File: src/rtl/reg_pipe.sv
// reg_pipe: DEPTH-stage WIDTH-bit register pipeline with a per-stage valid/ready
// handshake, bubble collapsing and synchronous flush. Define REG_PIPE_OCCUPANCY_EN
// to add the registered occupancy output.
module reg_pipe #(
    parameter int              WIDTH     = 8,
    parameter int              DEPTH     = 3,
    parameter logic [WIDTH-1:0] RESET_VAL = '0
) (
    input  logic             clk,
    input  logic             reset,
    input  logic             flush,
    input  logic             in_valid,
    input  logic [WIDTH-1:0] in_data,
    output logic             in_ready,
    output logic             out_valid,
    output logic [WIDTH-1:0] out_data,
    input  logic             out_ready
`ifdef REG_PIPE_OCCUPANCY_EN
    ,
    output logic [$clog2(DEPTH+1)-1:0] occupancy
`endif
);

    logic [DEPTH-1:0] v_q, v_d;
    logic [WIDTH-1:0] d_q [DEPTH];
    logic [WIDTH-1:0] d_d [DEPTH];

    // Upstream view of each stage: stage 0 is fed by the producer.
    logic [DEPTH-1:0] up_v;
    logic [WIDTH-1:0] up_d [DEPTH];
    logic [DEPTH:0]   rdy;

    // NOTE: every signal written here gets a default before any branch, so no latch is inferred.
    always_comb begin
        up_v[0] = in_valid;
        up_d[0] = in_data;
        for (int k = 1; k < DEPTH; k++) begin
            up_v[k] = v_q[k-1];
            up_d[k] = d_q[k-1];
        end

        // An empty stage is always ready, which is what squeezes bubbles out.
        rdy[DEPTH] = out_ready;
        for (int k = DEPTH - 1; k >= 0; k--) begin
            rdy[k] = !v_q[k] || rdy[k+1];
        end
    end

    assign in_ready  = rdy[0] && !flush;
    assign out_valid = v_q[DEPTH-1];
    assign out_data  = d_q[DEPTH-1];

    always_comb begin
        v_d = v_q;
        d_d = d_q;
        if (flush) begin
            v_d = '0;
            for (int k = 0; k < DEPTH; k++) begin
                d_d[k] = RESET_VAL;
            end
        end else begin
            for (int k = 0; k < DEPTH; k++) begin
                if (rdy[k]) begin
                    v_d[k] = up_v[k];
                    if (up_v[k]) begin
                        d_d[k] = up_d[k];
                    end
                end
            end
        end
    end

    // NOTE: the data registers are reset too, because out_data must read RESET_VAL during reset.
    always_ff @(posedge clk or posedge reset) begin
        if (reset) begin
            v_q <= '0;
            for (int k = 0; k < DEPTH; k++) begin
                d_q[k] <= RESET_VAL;
            end
        end else begin
            // NOTE: non-blocking assignments so every stage samples the pre-edge value of its neighbour.
            v_q <= v_d;
            d_q <= d_d;
        end
    end

`ifdef REG_PIPE_OCCUPANCY_EN
    localparam int OCC_W = $clog2(DEPTH + 1);

    logic [OCC_W-1:0] occ_q, occ_d;
    logic             in_xfer, out_xfer;

    always_comb begin
        in_xfer  = in_valid && in_ready;
        out_xfer = out_valid && out_ready;
        occ_d    = occ_q;
        if (flush) begin
            occ_d = '0;
        end else if (in_xfer && !out_xfer) begin
            occ_d = occ_q + OCC_W'(1);
        end else if (out_xfer && !in_xfer) begin
            occ_d = occ_q - OCC_W'(1);
        end
    end

    always_ff @(posedge clk or posedge reset) begin
        if (reset) begin
            occ_q <= '0;
        end else begin
            occ_q <= occ_d;
        end
    end

    assign occupancy = occ_q;
`endif

endmodule

File: config.mk
export PLATFORM = sky130hd
export DESIGN_NAME = reg_pipe
export DESIGN_NICKNAME = d
export VERILOG_FILES = /design/src/rtl/reg_pipe.sv
export SDC_FILE = /design/constraint.sdc
export NUM_CORES = 1
export LEC_CHECK = 0
export ABC_AREA = 1
export ABC_CLOCK_PERIOD_IN_PS = 1400
export CAP_MARGIN = 25
export CORE_MARGIN = 2
export CORE_UTILIZATION = 54
export CTS_CLUSTER_SIZE = 16
export DETAILED_ROUTE_END_ITERATION = 10
export MAX_ROUTING_LAYER = met4
export PLACE_DENSITY = 0.83
export SLEW_MARGIN = 25
export SYNTH_ARGS = -nofsm -noshare
export SYNTH_HDL_FRONTEND = slang
export SYNTH_SLANG_ARGS = --single-unit
File: constraint.sdc
create_clock -name clk -period 1.4 [get_ports clk]
set_input_delay 0.28 -clock clk [delete_from_list [all_inputs] [get_ports clk]]
set_output_delay 0.28 -clock clk [all_outputs]
set_load 0.03 [all_outputs]
==> impl_metrics.toml <==
[clock_tree]
cts_buffer_depth = 2
root_buffer = "clkbuf_4"
clk_pin_slew_ps = 130
clk_latency_ps = 310
cts_htree_levels = 1
cts_tree = "yes"
hold_buffers = 0
cts_made_buffers = 3
cts.sinks = 27

[routing]
ant_nets = 0
routed_wl_um = 2287
vias_per_cell = 5.175
wl_per_cell_um = 12.50
drc = 0
drt-initial-drc-count = 20
drtPass1Iterations = 4
vias = 947

[grt]
grt_util_all_layers = 0.2018
grt_pass1_wl_um = 3781
grt_pass1_vias = 910
antenna_found_initial = 0
grt_start_max_net_pins = 28
grt_overflow = 0

[placed_design]
gp_congestion = 0.7898
postPlaceCellArea_mm2 = 0.001458
dp_hpwl_um = 1619
portBuffers = 22
dp_slack_ps = -174.6

[synthesis]
ys_ff_latch = 27
synth.avg_cell_area_um2 = 9.311
ys_seq_area_frac = 0.5625
syn_area_mm2 = 0.001201
ys_warn_count = 0
synth_nets = 142
synth_cell_type_count = 14
syn_inst = 129

[final_layout]
areaGrowthSynthToFinish_pct = 26.46
final_cell_area_mm2 = 0.001519
drive_gt1_frac = 0.1613
nFillCells = 173
antenna_cells = 0
nNetsFinal = 169

[power_and_ir_drop]
power.density_mw_per_mm2 = 853.7
clkPwrFrac = 0.250
switchingPower_uw = 309.8
p_seq_frac = 0.631
p_leak_nw = 0.8006
vdd_ir_drop_max_v = 0.0005649
p_comb_frac = 0.120
swShare = 0.2389
intPower_uw = 987.0

[floorplan]
core_mm2 = 0.002148
placementRows = 17
die_h_um = 51.17
die_x_um = 51.17
ios = 23
die-area_mm2 = 0.002618
start_util = 0.5591

[job]
drv_cap = 0

[timing]
finalHoldViolations = 0
finalSetupViolations = 2
rsz0062_at_grt = "true"
clock_skew_ps = 2.957
relSlewSlack = 0.7810
period_share = 1.056
maxSlewViolCount = 0
tns_ps = -87.49
worst_pin_slew_ps = 328.5
timing.fmax_mhz = 676.5
finalCriticalPeriod_ps = 1478
layout_setup_ws_ps = -78.21

[setup_path]
worstPathRequired_ps = 1120
worst_setup_path_start_kind = "flop"
path_class = "flop to primary output"
worstSetupEndpointType = "primary output"
crit_path_max_fanout = 2
arrival_ps = 1200

[outcome]
violations = "negative setup slack"
status = "finished with violations"

[min_path]
hold_class = "primary input to asynchronous set/reset pin"
[worst max-delay path, stage by stage (launching register included)]
cell and delay, ps:
dfrtp_1 430, buf_6 120, nand4_1 90, nand2_1 70, inv_2 60, buf_6 120
[logic make-up (layout without fill, tap and decap cells)]
group	count (synthesis)	after routing	share of synthesized area
AND/OR/NAND/NOR	81	81	0.3229
buffers and inverters	18	44	0.1021
AO/OA/AOI/OAI	3	3	0.01250
flip-flops	27	27	0.5625
[flip-flops by register name, summed over array words and instances (netlist names)]
name,flops
d_q,16
out_data,8
v_q,3
[per-layer routing]
layer  part of all wire  GRT usage  wire, um
met1               0.42     0.2196       958
met2               0.53     0.3701      1206
met3              0.047    0.02632       108
met4             0.0057    0.08108        13
met5                  0          -         0
[placed cells by master, fill, tap and decap left out]
cell type        netlist  layout
buf_4                  8       8
dfrtp_1               27      27
nor2_2                 1       1
nor2_4                 1       1
clkdlybuf4s50_1        0      12
buf_12                 0       2
nand3_2                1       1
nand3_1               32      32
nand4_1                9       9
nand2_1               35      34
nand2_2                2       2
a21oi_1                3       3
inv_1                  4       3
nand2_4                0       1
clkbuf_1               0       1
inv_2                  1       2
dlygate4sd2_1          0       2
clkbuf_4               0       3
clkdlybuf4s15_1        0       7
buf_6                  3       4
[cells in the mapped netlist]
library cell   n  area, um2
inv_1          4      15.01
buf_6          3      33.78
nand2_1       35      131.4
nor2_4         1      11.26
nand4_1        9      56.30
a21oi_1        3      15.01
nand3_2        1      10.01
nand3_1       32      160.2
nor2_2         1      6.260
dfrtp_1       27      675.7
inv_2          1      3.750
buf_2          2      10.01
buf_4          8      60.06
nand2_2        2      12.51
[worst paths after layout]
kind	from	endpoint	slack [ps]	cells after the start
worst max-delay path	v_q[2]	in_ready	-80	5
worst min-delay path	reset	d_q[9]	310	3
worst max register to register	v_q[2]	out_data[1]	50	7
worst min register to register	d_q[12]	out_data[4]	490	2
max in group asynchronous	reset	v_q[0]	850	3
min in group clk	d_q[12]	out_data[4]	490	2
[final cells by class]
type | instances | area (um2) | area share
timing repair buffer | 35 | 352.8 | 0.2323
multi-input combinational | 84 | 410.4 | 0.2702
inverter | 5 | 18.77 | 0.01236
tap | 28 | 35.03 | 0.02306
clock buffer | 4 | 26.28 | 0.01730
sequential | 27 | 675.6 | 0.4448
[power groups by stage]
stage | clock network, mW | registers, mW | logic [mW]
3_3_place_gp | 0 | 0.831 | 0.148
5_1_grt | 0.356 | 0.820 | 0.171
6_report | 0.324 | 0.818 | 0.155
3_5_place_dp | 0 | 0.832 | 0.152
4_1_cts | 0.332 | 0.817 | 0.156
2_1_floorplan | 0 | 0.831 | 0.0803
[timing repair]
| item | 4_1_cts | 5_1_grt |
|---|---|---|
| gates resized for setup | 14 | 9 |
| pin swaps | 2 | 2 |
| buffers inserted | 3 | 0 |
| endpoints found under the setup margin | 10 | 26 |
[metrics by stage]
step / hold WS [ps] / power [mW] / util / instances
4_1_cts: 318.5 / 1.305 / 0.7024 / 184
6_report: 311.9 / 1.297 / 0.7070 / 183
5_1_grt: 344.2 / 1.348 / 0.7070 / 183
3_5_place_dp: 458.0 / 0.9838 / 0.6785 / 177
3_3_place_gp: 452.8 / 0.9782 / 0.6785 / 177
2_1_floorplan: 332.7 / 0.9113 / - / 129
(Power assumes the default switching activity.)
